**src/rtl/flappy_pkg.sv**
```systemverilog
// Shared game constants, FSM state type and the spawn-y clamp helper.
package flappy_pkg;

  localparam int SCREEN_W           = 640;
  localparam int SCREEN_H           = 480;
  localparam int PEASHOOTER_W       = 88;
  localparam int PEASHOOTER_H       = 84;
  localparam int CLOUD_Y_OFFSET     = 15;
  localparam int PEASHOOTER_NSTATES = 13;
  localparam int COORD_W            = 10;

  // Valid top-y range: the cloud sits CLOUD_Y_OFFSET above the sprite, and
  // the sprite bottom must stay on screen.
  localparam int PS_Y_MIN = CLOUD_Y_OFFSET;
  localparam int PS_Y_MAX = SCREEN_H - PEASHOOTER_H;

  typedef enum logic {PS_IDLE, PS_ACTIVE} ps_fsm_e;

  function automatic logic [COORD_W-1:0] clamp_y(input logic [COORD_W-1:0] y);
    if (y < COORD_W'(PS_Y_MIN))      return COORD_W'(PS_Y_MIN);
    else if (y > COORD_W'(PS_Y_MAX)) return COORD_W'(PS_Y_MAX);
    else                             return y;
  endfunction

endpackage

```
**src/rtl/peashooter_anim_seq.sv**
```systemverilog
// Animation sequencer: frame-tick divider, 13-state wrap, shoot pulse and
// the cloud overlay countdown (cloud present only with PEASHOOTER_CLOUD_EN).
module peashooter_anim_seq
  import flappy_pkg::*;
#(
  parameter int ANIM_DIV     = 4,
  parameter int SHOOT_STATE  = 8,
  parameter int CLOUD_FRAMES = 6
) (
  input  logic       clk,
  input  logic       rst_n,
  input  logic       load_i,   // new object: restart animation
  input  logic       tick_i,   // live frame tick for an object that stays on screen
  input  logic       kill_i,   // object leaves: drop the cloud
  output logic [3:0] state_o,
  output logic       shoot_o,
  output logic       cloud_valid_o
);

  localparam int DIV_W = (ANIM_DIV > 1) ? $clog2(ANIM_DIV) : 1;
  localparam logic [DIV_W-1:0] DIV_MAX  = DIV_W'(ANIM_DIV - 1);
  localparam logic [3:0]       LAST_ST  = 4'(PEASHOOTER_NSTATES - 1);
  localparam logic [3:0]       SHOOT_ST = 4'(SHOOT_STATE);

  logic [DIV_W-1:0] div_q;
  logic [3:0]       st_q, st_d;
  logic             shoot_q;
  logic             adv, fire;

  // Next animation state and whether this tick lands on the firing frame.
  always_comb begin
    adv  = tick_i && (div_q == DIV_MAX);
    st_d = st_q;
    if (adv) st_d = (st_q == LAST_ST) ? 4'd0 : st_q + 4'd1;
    fire = adv && (st_d == SHOOT_ST);
  end

  // Divider, state index and single-cycle shoot pulse.
  always_ff @(posedge clk or negedge rst_n) begin
    if (!rst_n) begin
      div_q   <= '0;
      st_q    <= '0;
      shoot_q <= 1'b0;
    end else begin
      shoot_q <= 1'b0;
      if (load_i) begin
        div_q <= '0;
        st_q  <= '0;
      end else if (tick_i) begin
        div_q   <= adv ? '0 : div_q + 1'b1;
        st_q    <= st_d;
        shoot_q <= fire;
      end
    end
  end

  assign state_o = st_q;
  assign shoot_o = shoot_q;

`ifdef PEASHOOTER_CLOUD_EN
  localparam int CLOUD_W = $clog2(CLOUD_FRAMES + 1);

  logic [CLOUD_W-1:0] cloud_cnt_q;
  logic               cloud_q;

  // Cloud countdown: a fire (re)loads, otherwise each tick counts down and
  // the overlay drops on the tick the count reaches zero.
  always_ff @(posedge clk or negedge rst_n) begin
    if (!rst_n) begin
      cloud_cnt_q <= '0;
      cloud_q     <= 1'b0;
    end else if (load_i || kill_i) begin
      cloud_cnt_q <= '0;
      cloud_q     <= 1'b0;
    end else if (tick_i) begin
      if (fire) begin
        cloud_cnt_q <= CLOUD_W'(CLOUD_FRAMES);
        cloud_q     <= 1'b1;
      end else if (cloud_cnt_q != '0) begin
        cloud_cnt_q <= cloud_cnt_q - 1'b1;
        if (cloud_cnt_q == CLOUD_W'(1)) cloud_q <= 1'b0;
      end
    end
  end

  assign cloud_valid_o = cloud_q;
`else
  // Cloud disabled: kill and the cloud length have no effect.
  logic unused_cloud;
  assign unused_cloud  = kill_i ^ (CLOUD_FRAMES == 0);
  assign cloud_valid_o = 1'b0;
`endif

endmodule

```
**src/rtl/peashooter_ctrl.sv**
```systemverilog
// Peashooter motion sequencer: spawn at the right edge, scroll left once per
// frame tick, retire when it would pass x=0. Animation lives in
// peashooter_anim_seq. Optional cloud overlay: define PEASHOOTER_CLOUD_EN.
module peashooter_ctrl
  import flappy_pkg::*;
#(
  parameter int SPAWN_X      = SCREEN_W,
  parameter int SCROLL_STEP  = 2,
  parameter int ANIM_DIV     = 4,
  parameter int SHOOT_STATE  = 8,
  parameter int CLOUD_FRAMES = 6
) (
  input  logic       clk,
  input  logic       rst_n,
  input  logic       frame_tick,
  input  logic       game_active,
  input  logic       spawn,
  input  logic [9:0] spawn_y,
  output logic [9:0] peashooter_x,
  output logic [9:0] peashooter_y,
  output logic [3:0] peashooter_state,
  output logic       peashooter_valid,
  output logic       cloud_valid,
  output logic       shoot
);

  localparam logic [COORD_W-1:0] STEP_C  = COORD_W'(SCROLL_STEP);
  localparam logic [COORD_W-1:0] SPAWN_C = COORD_W'(SPAWN_X);

  ps_fsm_e            fsm_q;
  logic [COORD_W-1:0] x_q, y_q;
  logic               valid_q;
  logic               do_spawn, run_tick, exit_tick;

  // Pause gates everything; spawn only lands in IDLE, so it beats a
  // same-cycle frame tick by construction.
  assign do_spawn  = spawn && game_active && (fsm_q == PS_IDLE);
  assign run_tick  = frame_tick && game_active && (fsm_q == PS_ACTIVE);
  assign exit_tick = run_tick && (x_q < STEP_C);

  // Object lifetime FSM and position registers.
  always_ff @(posedge clk or negedge rst_n) begin
    if (!rst_n) begin
      fsm_q   <= PS_IDLE;
      x_q     <= '0;
      y_q     <= '0;
      valid_q <= 1'b0;
    end else if (do_spawn) begin
      fsm_q   <= PS_ACTIVE;
      x_q     <= SPAWN_C;
      y_q     <= clamp_y(spawn_y);
      valid_q <= 1'b1;
    end else if (exit_tick) begin
      fsm_q   <= PS_IDLE;
      valid_q <= 1'b0;
    end else if (run_tick) begin
      x_q <= x_q - STEP_C;
    end
  end

  peashooter_anim_seq #(
    .ANIM_DIV     (ANIM_DIV),
    .SHOOT_STATE  (SHOOT_STATE),
    .CLOUD_FRAMES (CLOUD_FRAMES)
  ) u_anim (
    .clk           (clk),
    .rst_n         (rst_n),
    .load_i        (do_spawn),
    .tick_i        (run_tick && !exit_tick),
    .kill_i        (exit_tick),
    .state_o       (peashooter_state),
    .shoot_o       (shoot),
    .cloud_valid_o (cloud_valid)
  );

  assign peashooter_x     = x_q;
  assign peashooter_y     = y_q;
  assign peashooter_valid = valid_q;

endmodule

```
**config.mk**
```make
export PLATFORM = sky130hd
export DESIGN_NAME = peashooter_ctrl
export DESIGN_NICKNAME = d
export VERILOG_FILES = /design/src/rtl/flappy_pkg.sv /design/src/rtl/peashooter_anim_seq.sv /design/src/rtl/peashooter_ctrl.sv
export SDC_FILE = /design/constraint.sdc
export NUM_CORES = 1
export LEC_CHECK = 0
export ABC_CLOCK_PERIOD_IN_PS = 3300
export CAP_MARGIN = 20
export CORE_MARGIN = 2
export CORE_UTILIZATION = 35
export CTS_CLUSTER_SIZE = 30
export DETAILED_ROUTE_END_ITERATION = 7
export HOLD_SLACK_MARGIN = 0.08
export SKIP_LAST_GASP = 1
export SLEW_MARGIN = 0
export SYNTH_ARGS = -nofsm -noshare
export SYNTH_HDL_FRONTEND = slang
export SYNTH_SLANG_ARGS = --single-unit
export TNS_END_PERCENT = 10
```
**constraint.sdc**
```tcl
create_clock -name clk -period 3.3 [get_ports clk]
set_input_delay 0.33 -clock clk [delete_from_list [all_inputs] [get_ports clk]]
set_output_delay 0.33 -clock clk [all_outputs]
set_load 0.02 [all_outputs]
```
==> results.cfg, run 1 <==
[routing]
drcViolationCount = 0
vias_per_cell = 5.419
drtIter0Drc = 67
wirelength_um = 3293
dr_total_vias = 1279
dr.pass1.iters = 4
wl_per_cell_um = 13.95
antenna_left = 0

[critical_path]
cp-start-kind = flop
arrival_ns = 2.30
required_ns = 3.46
endpoint_kind = flop
critPathMaxFanout = 8
critPathKind = reg -> reg

[die]
die_y_um = 67.48
dieWidth_um = 67.48
dieArea_um2 = 4553
pin_count = 42
core_um2 = 3943
placementRows = 23
start_util_pct = 35.77

[run]
cap_viol_max_count = 0

[synthesis]
synth-edff-count = 0
synthArstFlopShare_pct = 100.0
yosys_warnings = 0
synth.top_cell.area_share_pct = 47.91
synth_area_leaders = dfrtp_1 (48%), nand2_1 (6.1%), ha_1 (3.5%)
avgSynthCellArea_um2 = 9.658
synth-main-ff-cell = dfrtp_1
syn_area_um2 = 1410
synth.distinct_cells = 46
yosys.area.top_type = dfrtp_1
ys_ff_latch = 27
ys_seq_area_share_pct = 47.91
syn_inst = 146

[global_route]
grt_pass1_wl_um = 5589
grt_util_met3_pct = 3.000
antenna_found_initial = 0
use_met2_pct = 29.17
grt_start_max_net_pins = 28
grt-busiest-layer = met2
grt_overflow = 0
grtUsageTotal_pct = 16.22
use_met1_pct = 19.45
grt_pass1_vias = 1250

[finish]
nFillCells = 359
antennaDiodeCount = 0
fin_cells = 236
multi_input_area_um2 = 664.4
syn2layout_area_growth_pct = 34.34
seqCellArea_um2 = 675.6
drive_above_1_share_pct = 6.452
final_nets = 206

[run_status]
status = complete, no violations

[sta]
drv_slew = 0
max_freq_mhz = 465.9
worst_slew_pin_slew_ns = 0.5861
finalSetupViolCount = 0
rsz0062_at_grt = false
finClkSkew_ns = 0.004621
relSlewSlack_pct = 60.84
fin_crit_ns = 2.146
hold_viol_final = 0
fin_tns_setup_ns = 0
fin_crit_sh_pct = 65.04

[placement]
gp_congestion = 0.9205
placed_cells = 232
io_buffers = 39
hpwl_um = 2490

[clocking]
cts-root-buf = clkbuf_8
path_clk_slew_ns = 0.09
clock_latency_ns = 0.27
cts_tree = yes
clock_sinks = 27
cts_buffers = 3
ctsHoldBuffers = 0
ctsResizeCount = 0
htreeDepth = 1
post-cts-setup-buffer-count = 0
cts_buffer_depth = 2

[min_path]
hp-class = in -> async

[pwr]
ir_worst_vdd_mv = 0.3208
p_per_area_nw_per_um2 = 810.7
leakage_uw = 0.0007995
kinds of logic (layout without fill, tap and decap cells):
| family | after synthesis | in the layout | synth area share (%) |
|---|---|---|---|
| AND/OR/NAND/NOR | 60 | 60 | 21.65 |
| AO/OA/AOI/OAI | 35 | 35 | 18.37 |
| flip-flops | 27 | 27 | 47.91 |
| buffers and inverters | 15 | 54 | 5.235 |
| adder cells (fa/ha/maj) | 4 | 4 | 3.549 |
| multiplexers | 4 | 4 | 3.017 |
| other | 1 | 2 | 0.2659 |
final timing paths:
kind,from,slack (ns),endpoint,cells after the start
max,peashooter_x[4]$_DFFE_PN0P_,1.15,u_anim.state_o[1]$_DFFE_PN0P_,4
min,rst_n,0.43,peashooter_x[2]$_DFFE_PN0P_,2
max reg2reg,peashooter_x[4]$_DFFE_PN0P_,1.15,u_anim.state_o[1]$_DFFE_PN0P_,4
min reg2reg,peashooter_y[8]$_DFFE_PN0P_,0.50,peashooter_y[8]$_DFFE_PN0P_,2
max in group asynchronous,rst_n,2.61,peashooter_y[0]$_DFFE_PN0P_,2
min in group clk,peashooter_y[8]$_DFFE_PN0P_,0.50,peashooter_y[8]$_DFFE_PN0P_,2
metrics by stage:
step	area (µm²)	setup WS [ns]	total power, µW	hold slack [ns]	utilization [%]
2_1_floorplan	1414	1.191	1010	0.03441	-
3_3_place_gp	1849	1.214	1332	0.4699	46.91
3_5_place_dp	1849	1.173	1363	0.4736	46.91
4_1_cts	1894	1.151	1551	0.4494	48.05
5_1_grt	1894	1.070	1663	0.4626	48.05
6_report	1894	1.154	1536	0.4328	48.05
cell type report:
type	count	area share, %
inverters	7	1.387
flip-flops and latches	27	35.67
well taps	50	3.303
multi-input cells	105	35.07
repair buffers	43	22.19
clock buffers	4	2.378
worst max-delay path, cell delays in order, from the launching register on:
cell and delay [ns]:
dfrtp_1 0.42, or4_1 0.65, o31a_1 0.43, nand2_1 0.18
mux2_2 0.34
report_power, final:
part	internal (µW)	leakage (µW)	switching, µW
Combinational	374	0.000446	392
Clock	86.3	0.0000228	98.0
Sequential	459	0.000331	127
cell usage after synthesis (all sizes together) (3+ instances only):
library cell,count
nor3b,3
or4,5
nand2,23
nor2,9
inv,7
ha,4
o211ai,4
buf,6
nor4,3
nor3,5
a21oi,3
dfrtp,27
o21ai,7
registers in the layout (all words and copies together), names as in the netlist:
signal and count:
peashooter_valid 1, peashooter_x 9, peashooter_y 10, u_anim.div_q 2, u_anim.shoot_o 1, u_anim.state_o 4
placed cells by master (no fill, tap or decap), drive strengths merged, types with 2 or more instances in the layout:
| cell | count |
|---|---|
| nor4 | 3 |
| o22a | 2 |
| inv | 7 |
| clkdlybuf4s50 | 39 |
| a21oi | 3 |
| a22o | 2 |
| o21ai | 7 |
| conb | 2 |
| nor3b | 3 |
| mux2i | 2 |
| ha | 4 |
| nand3b | 2 |
| a21o | 2 |
| o211ai | 4 |
| o32a | 2 |
| buf | 4 |
| mux2 | 2 |
| nand4 | 2 |
| clkbuf | 4 |
| nor2 | 9 |
| dfrtp | 27 |
| o31a | 2 |
| o41ai | 2 |
| nand2 | 23 |
| nor3 | 5 |
| or4 | 5 |
| nand2b | 2 |
layer usage:
layer,vias up,routed length (µm)
li1,618,-
met1,620,1391
met2,37,1704
met3,4,172
met4,0,25
met5,-,0
No activity file was read; power rests on OpenSTA's default activity.
==> run 2, diff against run 1 <==
--- a/config.mk
+++ b/config.mk
@@ -5,7 +5,7 @@
 export SDC_FILE = /design/constraint.sdc
 export NUM_CORES = 1
 export LEC_CHECK = 0
-export ABC_CLOCK_PERIOD_IN_PS = 3300
+export ABC_CLOCK_PERIOD_IN_PS = 2250
 export CAP_MARGIN = 20
 export CORE_MARGIN = 2
 export CORE_UTILIZATION = 35
==> constraint.sdc (replaced) <==
create_clock -name clk -period 2.25 [get_ports clk]
set_input_delay 0.225 -clock clk [delete_from_list [all_inputs] [get_ports clk]]
set_output_delay 0.225 -clock clk [all_outputs]
set_load 0.02 [all_outputs]
==> run 2 against run 1 <==
Compared with the run above: worst setup slack got worse by 0.99 ns; clock skew rose by 0.0016 ns; final area rose by 0.40%; combinational power rose by 48%; fmax rose by 3.1%; register-to-register slack got worse by 0.99 ns; largest power group unchanged; largest cell class unchanged.
==> results.cfg, run 2 (synthesized netlist as in run 1, its figures left out) <==
[run_status]
status = complete, no violations

[placement]
placed_cells = 233
io_buffers = 39
hpwl_um = 2412
gp_congestion = 0.8092
dp_slack_ns = 0.2070
dpl_cell_area_um2 = 1857

[clocking]
cts_tree = yes
ctsHoldBuffers = 0
ctsResizeCount = 0
cts-root-buf = clkbuf_8
htreeDepth = 1
clock_latency_ns = 0.27
path_clk_slew_ns = 0.09
post-cts-setup-buffer-count = 0
clock_sinks = 27
cts_buffers = 3
cts_buffer_depth = 2

[global_route]
grt_start_max_net_pins = 28
grt_overflow = 0
grtUsageTotal_pct = 14.98
antenna_found_initial = 0
grt_pass1_vias = 1149
grt_pass1_wl_um = 5202

[finish]
antennaDiodeCount = 0
final_cell_mix = clkdlybuf4s50_1 (39), dfrtp_1 (27), nand2_1 (23), nor2_1 (8), inv_1 (7)
layout_commonest_cell = clkdlybuf4s50_1
final_nets = 207
largest_reg_flops = 10
drive_above_1_share_pct = 6.952
final_cell_area_um2 = 1902
fin_cells = 237
syn2layout_area_growth_pct = 34.87

[critical_path]
arrival_ns = 2.24
worst-r2r-setup-slack_ns = 0.17
critPathMaxFanout = 8
timing.rr.start = peashooter_x[6]$_DFFE_PN0P_
critPathKind = reg -> reg
startpoint = peashooter_x[6]$_DFFE_PN0P_
slowest_delay_ns = 0.60
ff2ff_path_depth = 4
reg2reg_to = u_anim.state_o[1]$_DFFE_PN0P_
endpoint_kind = flop
path_cells = or4_1, o31a_1, nand2_1, mux2_2
cp-start-kind = flop
crit_slowest_cell = or4_1
required_ns = 2.41

[die]
placementRows = 23
dieArea_um2 = 4553
die_y_um = 67.48
pin_count = 42
start_util_pct = 35.77
dieWidth_um = 67.48
core_um2 = 3943

[sta]
fin_crit_ns = 2.082
fin_tns_setup_ns = 0
drv_slew = 0
rsz0062_at_grt = false
max_freq_mhz = 480.3
fin_crit_sh_pct = 92.53
finClkSkew_ns = 0.006243
hold_viol_final = 0
finalSetupViolCount = 0
setup_slack_ns = 0.1680
worst_slew_pin_slew_ns = 0.5028
relSlewSlack_pct = 66.40

[pwr]
p_per_area_nw_per_um2 = 1190
ir_worst_vdd_mv = 0.4550
finalPower_uw = 2263
leakage_uw = 0.0008039

[routing]
wirelength_um = 3260
wl_per_cell_um = 13.76
dr_total_vias = 1260
dr.pass1.iters = 4
antenna_left = 0
drtIter0Drc = 73
vias_per_cell = 5.316
drcViolationCount = 0

[min_path]
hp-class = in -> async

[run]
cap_viol_max_count = 0
run 2: where the power goes:
| part | switching [µW] | internal (µW) | total (µW) |
|---|---|---|---|
| combinational | 571 | 559 | 1130 |
| clock | 143 | 127 | 269 |
| sequential | 191 | 673 | 864 |
run 2: stage by stage:
step,util [%],hold slack [ns]
after floorplan,-,-0.07059
after global placement,47.10,0.4720
after detailed placement,47.10,0.4774
after CTS,48.24,0.3385
after global routing,48.24,0.3477
final,48.24,0.3193
run 2: worst max path at each step:
stage	to	slack (ns)	cells after the start
after floorplan	u_anim.state_o[0]$_DFFE_PN0P_	0.14	6
after global placement	u_anim.state_o[1]$_DFFE_PN0P_	0.26	4
after detailed placement	u_anim.state_o[1]$_DFFE_PN0P_	0.21	4
after CTS	u_anim.state_o[1]$_DFFE_PN0P_	0.18	4
after global routing	u_anim.state_o[1]$_DFFE_PN0P_	0.12	4
final	u_anim.state_o[1]$_DFFE_PN0P_	0.17	4
run 2: layout make-up:
type | instances | area (µm²)
fillers | 359 | 2041
flip-flops and latches | 27 | 675.6
multi-input cells | 105 | 664.4
repair buffers | 44 | 427.9
well taps | 50 | 62.56
clock buffers | 4 | 45.04
inverters | 7 | 26.28
run 2: layer usage:
metal	GRT usage, %	share of wire [%]
met5	0	0
met4	5.612	1.7
met3	3.833	5.5
met2	22.79	46
met1	20.42	47
run 2: critical path: cells and delay by family, from the launching register on:
family,cells,cell delay (ns)
AND/OR/NAND/NOR,2,0.80
flip-flops,1,0.43
multiplexers,1,0.36
AO/OA/AOI/OAI,1,0.37
